--- src/rtl/tdm_demux_pkg.sv ---
// Shared types and constants for the 4-channel TDM demultiplexer.
// Build option: define TDM_DEMUX_PARITY_EN to add a trailing even-parity bit to every slot.
package tdm_demux_pkg;

  localparam int unsigned NUM_CH     = 4;
  localparam int unsigned MISS_LIMIT = 2;

`ifdef TDM_DEMUX_PARITY_EN
  localparam int unsigned PAR_BITS = 1;
`else
  localparam int unsigned PAR_BITS = 0;
`endif

  typedef enum logic {
    HUNT = 1'b0,
    LOCK = 1'b1
  } state_t;

  typedef logic [1:0] slot_t;

endpackage

--- src/rtl/tdm_deser.sv ---
// Per-slot serial-to-parallel converter: shift register, bit counter and optional parity accumulator.
// Build option: TDM_DEMUX_PARITY_EN appends one even-parity bit to each W-bit slot.
module tdm_deser
  import tdm_demux_pkg::*;
#(
  parameter int unsigned W = 8
) (
  input  logic         clk,
  input  logic         rst_n,
  input  logic         sample,
  input  logic         restart,
  input  logic         din,
  output logic         first_bit,
  output logic         word_done,
  output logic [W-1:0] word,
  output logic         par_ok
);

  localparam int unsigned L  = W + PAR_BITS;
  localparam int unsigned CW = $clog2(L);
  // Without parity the last data bit comes straight from din, so one bit less is stored.
  localparam int unsigned SW = (PAR_BITS != 0) ? W : W - 1;

  logic [CW-1:0] bit_cnt;
  logic [SW-1:0] shreg;
  logic          last;

  assign last      = (bit_cnt == CW'(L - 1));
  assign first_bit = (bit_cnt == '0);
  // A restart bit is always bit 0 of a fresh word, so it can never complete one.
  assign word_done = sample && !restart && last;

  always_ff @(posedge clk or negedge rst_n) begin
    if (!rst_n) begin
      bit_cnt <= '0;
      shreg   <= '0;
    end else if (sample) begin
      if (restart) begin
        bit_cnt <= CW'(1);
        shreg   <= SW'(din);
      end else begin
        bit_cnt <= last ? '0 : bit_cnt + CW'(1);
        shreg   <= SW'({shreg, din});
      end
    end
  end

`ifdef TDM_DEMUX_PARITY_EN
  logic par_acc;

  always_ff @(posedge clk or negedge rst_n) begin
    if (!rst_n) begin
      par_acc <= 1'b0;
    end else if (sample) begin
      if (restart)   par_acc <= din;
      else if (last) par_acc <= 1'b0;
      else           par_acc <= par_acc ^ din;
    end
  end

  assign word   = shreg;
  assign par_ok = ~(par_acc ^ din);
`else
  assign word   = {shreg, din};
  assign par_ok = 1'b1;
`endif

endmodule

--- src/rtl/tdm_demux4.sv ---
// 4-channel TDM demultiplexer with frame-sync hunting, flywheel lock and realignment.
// Build option: TDM_DEMUX_PARITY_EN enables per-slot even parity checking and par_err.
module tdm_demux4
  import tdm_demux_pkg::*;
#(
  parameter int unsigned W = 8
) (
  input  logic                clk,
  input  logic                rst_n,
  input  logic                ena,
  input  logic                din,
  input  logic                frame_sync,
  output logic [NUM_CH*W-1:0] ch_data,
  output logic [NUM_CH-1:0]   ch_valid,
  output logic                locked,
  output logic                sync_err,
  output logic                par_err
);

  state_t      state, state_next;
  slot_t       slot;
  logic [1:0]  miss, miss_next;
  logic        sample, restart, realign, slot_clr;
  logic        first_bit, word_done, par_ok;
  logic [W-1:0] word;
  logic        boundary;
  logic [NUM_CH-1:0] valid_next;
  logic        par_err_next;

  tdm_deser #(.W(W)) u_deser (
    .clk       (clk),
    .rst_n     (rst_n),
    .sample    (sample),
    .restart   (restart),
    .din       (din),
    .first_bit (first_bit),
    .word_done (word_done),
    .word      (word),
    .par_ok    (par_ok)
  );

  assign boundary = (slot == '0) && first_bit;

  always_ff @(posedge clk or negedge rst_n) begin
    if (!rst_n) state <= HUNT;
    else        state <= state_next;
  end

  always_comb begin
    state_next = state;
    sample     = 1'b0;
    restart    = 1'b0;
    realign    = 1'b0;
    slot_clr   = 1'b0;
    miss_next  = miss;
    case (state)
      HUNT: begin
        if (ena && frame_sync) begin
          state_next = LOCK;
          sample     = 1'b1;
          restart    = 1'b1;
          slot_clr   = 1'b1;
          miss_next  = '0;
        end
      end
      LOCK: begin
        if (ena) begin
          if (frame_sync && !boundary) begin
            sample    = 1'b1;
            restart   = 1'b1;
            realign   = 1'b1;
            slot_clr  = 1'b1;
            miss_next = '0;
          end else if (boundary && frame_sync) begin
            sample    = 1'b1;
            miss_next = '0;
          end else if (boundary) begin
            // Second consecutive missing sync drops lock without sampling this bit.
            if (miss == 2'(MISS_LIMIT - 1)) begin
              state_next = HUNT;
              miss_next  = '0;
            end else begin
              sample    = 1'b1;
              miss_next = miss + 2'd1;
            end
          end else begin
            sample = 1'b1;
          end
        end
      end
      default: state_next = HUNT;
    endcase
  end

  always_comb begin
    valid_next   = '0;
    par_err_next = 1'b0;
    if (word_done) begin
      if (par_ok) valid_next[slot] = 1'b1;
      else        par_err_next     = 1'b1;
    end
  end

  assign locked = (state == LOCK);

  always_ff @(posedge clk or negedge rst_n) begin
    if (!rst_n) begin
      slot     <= '0;
      miss     <= '0;
      ch_valid <= '0;
      sync_err <= 1'b0;
      ch_data  <= '0;
    end else begin
      if (slot_clr)       slot <= '0;
      else if (word_done) slot <= slot + 2'd1;
      miss     <= miss_next;
      ch_valid <= valid_next;
      sync_err <= realign;
      for (int unsigned i = 0; i < NUM_CH; i++) begin
        if (valid_next[i]) ch_data[i*W +: W] <= word;
      end
    end
  end

`ifdef TDM_DEMUX_PARITY_EN
  always_ff @(posedge clk or negedge rst_n) begin
    if (!rst_n) par_err <= 1'b0;
    else        par_err <= par_err_next;
  end
`else
  assign par_err = 1'b0;
`endif

endmodule

--- config.mk ---
export PLATFORM = sky130hd
export DESIGN_NAME = tdm_demux4
export DESIGN_NICKNAME = d
export VERILOG_FILES = /design/src/rtl/tdm_demux_pkg.sv /design/src/rtl/tdm_deser.sv /design/src/rtl/tdm_demux4.sv
export SDC_FILE = /design/constraint.sdc
export NUM_CORES = 1
export LEC_CHECK = 0
export CAP_MARGIN = 30
export CORE_AREA = 10 10 80 82
export CTS_CLUSTER_SIZE = 30
export DETAILED_ROUTE_END_ITERATION = 7
export DIE_AREA = 0 0 90 92
export DONT_BUFFER_PORTS = 1
export MAX_ROUTING_LAYER = met4
export PLACE_DENSITY_LB_ADDON = 0.3
export SLEW_MARGIN = 20
export SYNTH_ARGS = -nofsm -noshare
export SYNTH_HDL_FRONTEND = slang
export SYNTH_SLANG_ARGS = --single-unit
--- constraint.sdc ---
create_clock -name clk -period 3.2 [get_ports clk]
set_input_delay 0.48 -clock clk [delete_from_list [all_inputs] [get_ports clk]]
set_output_delay 0.48 -clock clk [all_outputs]
set_load 0.05 [all_outputs]
==> flow_metrics.env, run 1 <==
export IMPL_status="completed"
export IMPL_dpl_cell_area_um2=2190
export IMPL_cellLeakagePower_nw=1.17
export IMPL_drt_wirelength_per_cell_um=19.4
export IMPL_h_tree_depth=2
export IMPL_cp_slowest_stage_delay_ns=0.74
export IMPL_routed_wirelength_um=4280
export IMPL_cts_sinks=52
export IMPL_synth_top_family_by_area="multiplexers"
export IMPL_insertion_delay_ns=0.30
export IMPL_vias=1158
export IMPL_overflow=0
export IMPL_viasPerCell=5.26
export IMPL_path_clk_slew_ns=0.09
export IMPL_yosysWarnings=0
export IMPL_cts_buffer_depth=2
export IMPL_grt_max_degree=53
export IMPL_cts_buffers=5
export IMPL_synth_compound_area_share_pct=6.87
export IMPL_die_w_um=90
export IMPL_dp_hpwl_um=3040
export IMPL_muxShareOfSynthArea_pct=17.9
export IMPL_synth_adder_area_share_pct=4.11
export IMPL_antennaDiodeCount=0
export IMPL_antenna_found_initial=0
export IMPL_cp_end_kind="flip-flop"
export IMPL_design_area_um2=2300
export IMPL_first_pass_iters=4
export IMPL_fp_row_count=26
export IMPL_worst_slew_pin_slew_ns=0.650
export IMPL_gp_congestion=0.716
export IMPL_die_h_um=92
export IMPL_fin_nets=161
export IMPL_synthXorXnorAreaFrac_pct=0.411
export IMPL_reg2reg_depth=4
export IMPL_hold_class="input port to asynchronous set/reset pin"
export IMPL_port_buffers=0
export IMPL_yosysUniqueCellTypes=32
export IMPL_start_kind="flip-flop"
export IMPL_grt_pass1_wl_um=7020
export IMPL_timing_fmax_mhz=450
export IMPL_fin_crit_ns=2.22
export IMPL_r2r_end="ch_data[11]"
export IMPL_holdWs_ns=0.0236
export IMPL_crit_required_ns=3.39
export IMPL_slew_violations=0
export IMPL_cts_tree="built"
export IMPL_cp_buffers_inverters=0
export IMPL_drt_iter0_drc=67
export IMPL_crit_fanout=9
export IMPL_r2r_start="locked"
export IMPL_hold_violations=0
export IMPL_fillers=426
export IMPL_final_cell_count_no_fill=220
export IMPL_finalSetupTns_ns=0
export IMPL_first_global_vias=1279
export IMPL_pre_cts_slack_ns=0.929
export IMPL_postCtsResizedCells=0
export IMPL_synthSimpleGateAreaFrac_pct=6.28
export IMPL_cts_setup_buffers=0
export IMPL_syn_area_um2=2130
export IMPL_core_um2=4910
export IMPL_path_class="flip-flop to flip-flop"
export IMPL_syn_area_per_cell_um2=14.7
export IMPL_synthesis_instances=145
export IMPL_place_inst=211
export IMPL_vdd_ir_drop_max_mv=0.363
export IMPL_multi_input_area_um2=762
export IMPL_worstPathCellList="nand4b_1 > nand3_1 > nand4_2 > mux2_2"
export IMPL_syn_to_final_growth_pct=7.98
export IMPL_slowest_stage="dfrtp_1"
export IMPL_arrival_ns=2.41
export IMPL_drive_gt1_share_pct=32.7
export IMPL_finClkSkew_ns=0.00673
export IMPL_fin_ws_ns=0.976
export IMPL_syn_nets=157
export IMPL_final_common_cell="dfrtp_1"
export IMPL_finalSetupViolCount=0
export IMPL_initial_core_util_pct=43.4
export IMPL_crit_family="simple AND/OR/NAND/NOR gates"
export IMPL_maxCapViolations=0
export IMPL_seq_area_um2=1300
export IMPL_synth_seq_cells=52
export IMPL_remaining_drc_errors=0
export IMPL_slew_headroom_pct=56.4
export IMPL_p_per_area_nw_per_um2=753
export IMPL_ios=44
export IMPL_root_buffer="clkbuf_8"
export IMPL_antenna_left=0
export IMPL_final_cell_mix="dfrtp_1, mux2_2, inv_1, a22o_1, ha_1"
export IMPL_rrSetupSlack_ns=0.98
export IMPL_die_area_um2=8280
export IMPL_grt_total_usage_pct=10.9
export IMPL_rsz0062_at_grt="false"
export IMPL_period_share_pct=69.5
export IMPL_ys_seq_area_share_pct=61.0
[cell type report]
cell class | instances | share of cell area [%]
Sequential cell | 52 | 56.5
Multi-Input combinational cell | 79 | 33.1
Tap cell | 70 | 3.80
Clock buffer | 6 | 3.15
Inverter | 10 | 1.63
Timing Repair Buffer | 1 | 1.20
Clock inverter | 2 | 0.598
[cells by family after synthesis]
| kind of cell | Yosys count |
|---|---|
| muxes | 34 |
| other | 1 |
| DFF | 52 |
| AOI/OAI and AO/OA | 19 |
| buffers and inverters | 14 |
| adders and majority gates | 7 |
| xor gates and xnor gates | 1 |
| and+or+nand+nor | 17 |
[state kept, by name, summed over array words and instances, names as in the netlist]
register	flops
locked	1
slot	2
sync_err	1
ch_data	32
u_deser.shreg	7
u_deser.bit_cnt	3
ch_valid	4
miss	2
[metal layers]
metal / wire length, um / up-vias / global-route usage (%) / part of all wire [%]
li1: - / 526 / - / -
met1: 1720 / 583 / 12.8 / 40
met2: 2160 / 43 / 17.1 / 50
met3: 360 / 6 / 4.32 / 8.4
met4: 37 / 0 / 2.92 / 0.87
met5: 0 / - / - / 0
[cells in the mapped netlist, drive strengths merged]
cell / instances / share of area, %
dfrtp: 52 / 61
mux2: 33 / 17
inv: 10 / 1.8
a22o: 7 / 2.9
ha: 7 / 4.1
buf: 4 / 1.5
nand4: 4 / 2.3
a21oi: 3 / 0.88
nor3b: 3 / 1.1
nand2: 2 / 0.35
nor2: 2 / 0.35
a211oi: 1 / 0.35
a21boi: 1 / 0.35
a21o: 1 / 0.41
a22oi: 1 / 0.35
a31oi: 1 / 0.29
a32o: 1 / 0.47
and2: 1 / 0.29
and3: 1 / 0.35
and3b: 1 / 0.41
conb: 1 / 0.18
mux2i: 1 / 0.47
nand3: 1 / 0.23
nand4b: 1 / 0.41
nor3: 1 / 0.47
o21ai: 1 / 0.23
o21bai: 1 / 0.35
o22ai: 1 / 0.29
xnor2: 1 / 0.41
[worst max-delay path by stage]
| stage | start | endpoint | slack (ns) | depth (start not counted) |
|---|---|---|---|---|
| 2_1_floorplan | locked | ch_data[0] | 1.33 | 4 |
| 3_3_place_gp | locked | ch_data[8] | 1.04 | 4 |
| 3_5_place_dp | locked | ch_data[11] | 0.93 | 4 |
| 4_1_cts | locked | ch_data[11] | 0.92 | 4 |
| 5_1_grt | locked | ch_data[10] | 0.76 | 4 |
| 6_report | locked | ch_data[11] | 0.98 | 4 |
[report_power, final]
part / switching, mW / internal [mW] / leakage [nW] / total (mW)
registers: 0.320 / 0.765 / 0.704 / 1.09
clock network: 0.207 / 0.156 / 0.0456 / 0.363
logic: 0.145 / 0.139 / 0.418 / 0.284
total: 0.672 / 1.06 / 1.17 / 1.73
[metrics by stage]
stage               utilization, %  power [mW]
floorplan                        -        1.29
global placement              44.5        1.35
detailed placement            44.5        1.37
CTS                           46.9        1.75
global route                  46.9        1.83
finish                        46.9        1.73
[timing repair]
item | 4_1_cts | 5_1_grt
setup endpoints to repair | 0 | 0
endpoints found under the hold margin | 52 | 0
hold buffers | 1 | 0
No activity file was read; power rests on OpenSTA's default activity.
==> run 2: changes to the inputs <==
==> constraint.sdc (replaced) <==
create_clock -name clk -period 2.3 [get_ports clk]
set_input_delay 0.345 -clock clk [delete_from_list [all_inputs] [get_ports clk]]
set_output_delay 0.345 -clock clk [all_outputs]
set_load 0.05 [all_outputs]
==> flow_metrics.env, run 2 (synthesis results as in run 1) <==
export IMPL_status="completed"
export IMPL_first_global_vias=1231
export IMPL_rrSetupSlack_ns=0.12
export IMPL_die_h_um=92
export IMPL_cp_slowest_stage_delay_ns=0.42
export IMPL_cts_sinks=52
export IMPL_reg_largest_list="ch_data (32), u_deser.shreg (7), ch_valid (4)"
export IMPL_largest_register="ch_data"
export IMPL_drt_iter0_drc=39
export IMPL_final_common_cell="dfrtp_1"
export IMPL_initial_core_util_pct=43.4
export IMPL_h_tree_depth=2
export IMPL_antenna_left=0
export IMPL_die_area_um2=8280
export IMPL_syn_to_final_growth_pct=9.27
export IMPL_vias=1158
export IMPL_overflow=0
export IMPL_cts_buffer_depth=2
export IMPL_cellLeakagePower_nw=1.18
export IMPL_crit_required_ns=2.49
export IMPL_fillers=438
export IMPL_holdWs_ns=0.129
export IMPL_min_to="miss[0]"
export IMPL_finalSetupViolCount=0
export IMPL_antennaDiodeCount=0
export IMPL_fin_crit_ns=2.18
export IMPL_root_buffer="clkbuf_8"
export IMPL_crit_family="simple AND/OR/NAND/NOR gates"
export IMPL_slew_headroom_pct=65.9
export IMPL_finClkSkew_ns=0.00293
export IMPL_arrival_ns=2.37
export IMPL_period_share_pct=94.9
export IMPL_r2r_start="slot[0]"
export IMPL_worst_slew_pin_slew_ns=0.512
export IMPL_routed_wirelength_um=4170
export IMPL_multi_input_area_um2=762
export IMPL_path_class="flip-flop to flip-flop"
export IMPL_hold_path_depth=1
export IMPL_fin_nets=164
export IMPL_timing_fmax_mhz=458
export IMPL_p_per_area_nw_per_um2=1040
export IMPL_seq_area_um2=1300
export IMPL_slowest_stage="dfrtp_1"
export IMPL_die_w_um=90
export IMPL_cts_tree="built"
export IMPL_hold_violations=0
export IMPL_grt_total_usage_pct=10.8
export IMPL_cp_buffers_inverters=1
export IMPL_core_um2=4910
export IMPL_antenna_found_initial=0
export IMPL_first_pass_iters=4
export IMPL_port_buffers=0
export IMPL_dp_hpwl_um=3000
export IMPL_insertion_delay_ns=0.30
export IMPL_hold_class="input port to flip-flop"
export IMPL_drt_wirelength_per_cell_um=18.7
export IMPL_ios=44
export IMPL_grt_pass1_wl_um=6920
export IMPL_viasPerCell=5.19
export IMPL_path_clk_slew_ns=0.09
export IMPL_cts_buffers=5
export IMPL_cp_end_kind="flip-flop"
export IMPL_crit_fanout=9
export IMPL_drive_gt1_share_pct=33.3
export IMPL_vdd_ir_drop_max_mv=0.541
export IMPL_rsz0062_at_grt="true"
export IMPL_slew_violations=0
export IMPL_fin_util_pct=47.4
export IMPL_remaining_drc_errors=0
export IMPL_gp_congestion=0.774
export IMPL_fp_row_count=26
export IMPL_final_cell_mix="dfrtp_1, mux2_2, inv_1, a22o_1, ha_1"
export IMPL_min_from="frame_sync"
export IMPL_start_kind="flip-flop"
export IMPL_reg2reg_depth=6
export IMPL_maxCapViolations=0
export IMPL_worstPathCellList="inv_1 > ha_1 > and3b_1 > a21oi_2 > nand4_2 > mux2_2"
export IMPL_grt_max_degree=53
export IMPL_r2r_end="ch_data[12]"
export IMPL_largest_register_ffs=32
export IMPL_postCtsResizedCells=0
-- run 2: per-layer routing --
| layer | GRT usage (%) | vias up | wire, um |
|---|---|---|---|
| met2 | 16.6 | 27 | 2110 |
| met5 | - | - | 0 |
| met1 | 12.0 | 600 | 1620 |
| met3 | 5.13 | 5 | 364 |
| li1 | - | 526 | - |
| met4 | 3.98 | 0 | 64 |
-- run 2: what timing repair did --
action / 4_1_cts / 5_1_grt
endpoints found under the setup margin: 0 / 6
buffers inserted: 0 / 0
endpoints found under the hold margin: 52 / 0
hold buffers: 2 / 0
-- run 2: per-stage QoR --
| step | instance area, um2 | setup slack, ns | TNS, ns | power (mW) | std cells |
|---|---|---|---|---|---|
| after floorplan | 2130 | 0.430 | 0 | 1.80 | 145 |
| after CTS | 2330 | 0.118 | 0 | 2.46 | 223 |
| final | 2330 | 0.117 | 0 | 2.42 | 223 |
| after global routing | 2330 | -0.00595 | -0.0204 | 2.57 | 223 |
| after global placement | 2200 | 0.231 | 0 | 1.88 | 213 |
| after detailed placement | 2200 | 0.128 | 0 | 1.92 | 213 |
-- run 2: worst max-delay path by stage --
stage                        from     endpoint  slack (ns)  depth (start not counted)
final                     slot[0]  ch_data[12]        0.12                          6
after global routing      slot[0]  ch_data[15]      -0.006                          6
after CTS                 slot[0]  ch_data[18]        0.12                          6
after detailed placement  slot[0]   ch_data[8]        0.13                          6
after global placement    slot[0]   ch_data[8]        0.23                          6
after floorplan            locked   ch_data[0]        0.43                          4
-- run 2: power by group --
part	switching [mW]	total [mW]	internal, mW
combinational	0.218	0.423	0.205
sequential	0.427	1.49	1.07
clock	0.287	0.503	0.217
total	0.932	2.42	1.49
-- run 2: cell type report --
cell class,count,share of cell area (%)
sequential,52,55.9
inverter,10,1.61
clock inverter,2,0.698
tap,70,3.76
timing repair buffer,4,2.26
clock buffer,6,3.11
multi-input combinational,79,32.7
==> run 3: changes to the inputs <==
--- a/config.mk
+++ b/config.mk
@@ -12,7 +12,6 @@
 export DIE_AREA = 0 0 90 92
 export DONT_BUFFER_PORTS = 1
 export MAX_ROUTING_LAYER = met4
-export PLACE_DENSITY_LB_ADDON = 0.3
 export SLEW_MARGIN = 20
 export SYNTH_ARGS = -nofsm -noshare
 export SYNTH_HDL_FRONTEND = slang
==> flow_metrics.env, run 3 (synthesis results as in run 1) <==
export IMPL_finalSetupTns_ns=0
export IMPL_cts_tree="built"
export IMPL_overflow=0
export IMPL_final_cell_count_no_fill=221
export IMPL_port_buffers=0
export IMPL_path_class="flip-flop to flip-flop"
export IMPL_seq_power_share_pct=59.5
export IMPL_insertion_delay_ns=0.30
export IMPL_cts_sinks=52
export IMPL_fin_nets=164
export IMPL_cts_buffers=5
export IMPL_fillers=432
export IMPL_dpl_cell_area_um2=2200
export IMPL_first_global_vias=1311
export IMPL_slew_headroom_pct=64.9
export IMPL_power_frac_comb_pct=17.0
export IMPL_slew_violations=0
export IMPL_drive_gt1_share_pct=33.1
export IMPL_first_pass_iters=4
export IMPL_die_h_um=92
export IMPL_power_share_clock_pct=23.5
export IMPL_worstPathCellList="inv_1 > ha_1 > and3b_1 > a21oi_2 > nand4_2 > mux2_2"
export IMPL_rsz0062_at_grt="false"
export IMPL_reg_largest_list="ch_data (32), u_deser.shreg (7), ch_valid (4)"
export IMPL_fin_crit_ns=2.17
export IMPL_path_clk_slew_ns=0.08
export IMPL_viasPerCell=5.24
export IMPL_final_common_cell="dfrtp_1"
export IMPL_slowest_stage="dfrtp_1"
export IMPL_syn_to_final_growth_pct=9.74
export IMPL_postCtsResizedCells=0
export IMPL_largest_register_ffs=32
export IMPL_initial_core_util_pct=43.4
export IMPL_crit_required_ns=2.49
export IMPL_rrSetupSlack_ns=0.13
export IMPL_cp_slowest_stage_delay_ns=0.41
export IMPL_drt_iter0_drc=30
export IMPL_multi_input_area_um2=762
export IMPL_grt_total_usage_pct=11.2
export IMPL_crit_fanout=9
export IMPL_gp_congestion=0.849
export IMPL_core_um2=4910
export IMPL_remaining_drc_errors=0
export IMPL_fp_row_count=26
export IMPL_antennaDiodeCount=0
export IMPL_finalSetupViolCount=0
export IMPL_start_kind="flip-flop"
export IMPL_vdd_ir_drop_max_mv=0.496
export IMPL_die_area_um2=8280
export IMPL_cp_end_kind="flip-flop"
export IMPL_switchingPower_mw=0.922
export IMPL_dp_hpwl_um=3010
export IMPL_grt_pass1_wl_um=7130
export IMPL_intPower_mw=1.58
export IMPL_p_sw_share_pct=36.8
export IMPL_antenna_left=0
export IMPL_antenna_found_initial=0
export IMPL_cts_setup_buffers=0
export IMPL_cp_buffers_inverters=1
export IMPL_routed_wirelength_um=4320
export IMPL_largest_register="ch_data"
export IMPL_worst_slew_pin_slew_ns=0.527
export IMPL_design_area_um2=2340
export IMPL_final_cell_mix="dfrtp_1, mux2_2, inv_1, a22o_1, ha_1"
export IMPL_status="completed"
export IMPL_finClkSkew_ns=0.00345
export IMPL_drt_wirelength_per_cell_um=19.5
export IMPL_h_tree_depth=2
export IMPL_hold_class="input port to flip-flop"
export IMPL_root_buffer="clkbuf_8"
export IMPL_vias=1157
export IMPL_arrival_ns=2.36
export IMPL_cts_buffer_depth=2
export IMPL_ios=44
export IMPL_seq_area_um2=1300
export IMPL_place_inst=213
export IMPL_hold_violations=0
export IMPL_p_per_area_nw_per_um2=1070
export IMPL_die_w_um=90
export IMPL_maxCapViolations=0
export IMPL_period_share_pct=94.4
export IMPL_grt_max_degree=53
export IMPL_hold_buffers=2
export IMPL_cellLeakagePower_nw=1.19
export IMPL_crit_family="simple AND/OR/NAND/NOR gates"
export IMPL_timing_fmax_mhz=461
[run 3: layer usage]
layer	global-route usage, %	share of wire [%]	wire [um]
met2	18.0	48	2090
met1	11.3	39	1690
met5	-	0	0
met3	6.68	11	479
met4	3.18	1.2	51
[run 3: final cells by class]
class	count	share of cell area (%)
Sequential cell	52	55.6
Timing Repair Buffer	4	2.25
Clock buffer	5	2.94
Clock inverter	1	1.28
Inverter	10	1.60
Tap cell	70	3.74
Multi-Input combinational cell	79	32.6
[run 3: worst register-to-register path, stage by stage (launching register included)]
cell and delay, ns:
dfrtp_1 0.41, inv_1 0.08, ha_1 0.24, and3b_1 0.22
a21oi_2 0.29, nand4_2 0.40, mux2_2 0.41
[run 3: metrics by stage]
stage	setup WS (ns)	util [%]	total power, mW	hold WS (ns)
CTS	0.119	47.6	2.53	0.118
floorplan	0.430	-	1.80	0.0494
global placement	0.224	44.9	1.89	0.0510
detailed placement	0.148	44.9	1.92	0.0510
global route	0.0115	47.6	2.66	0.111
finish	0.129	47.6	2.50	0.130
[run 3: final timing paths]
kind	cells after the start	start	to
max reg2reg	6	slot[0]	ch_data[16]
min in group asynchronous	2	rst_n	ch_valid[1]
max in group asynchronous	2	rst_n	ch_data[4]
min reg2reg	1	u_deser.bit_cnt[1]	u_deser.bit_cnt[1]
min	1	frame_sync	miss[0]
max	6	slot[0]	ch_data[16]
[run 3: power groups by stage]
stage                     Sequential, mW  Clock, mW  Combinational [mW]
after floorplan                     1.47          0               0.323
after global placement              1.51          0               0.379
after global routing                1.52      0.652               0.484
after detailed placement            1.52          0               0.402
after CTS                           1.50      0.604               0.432
final                               1.49      0.587               0.427
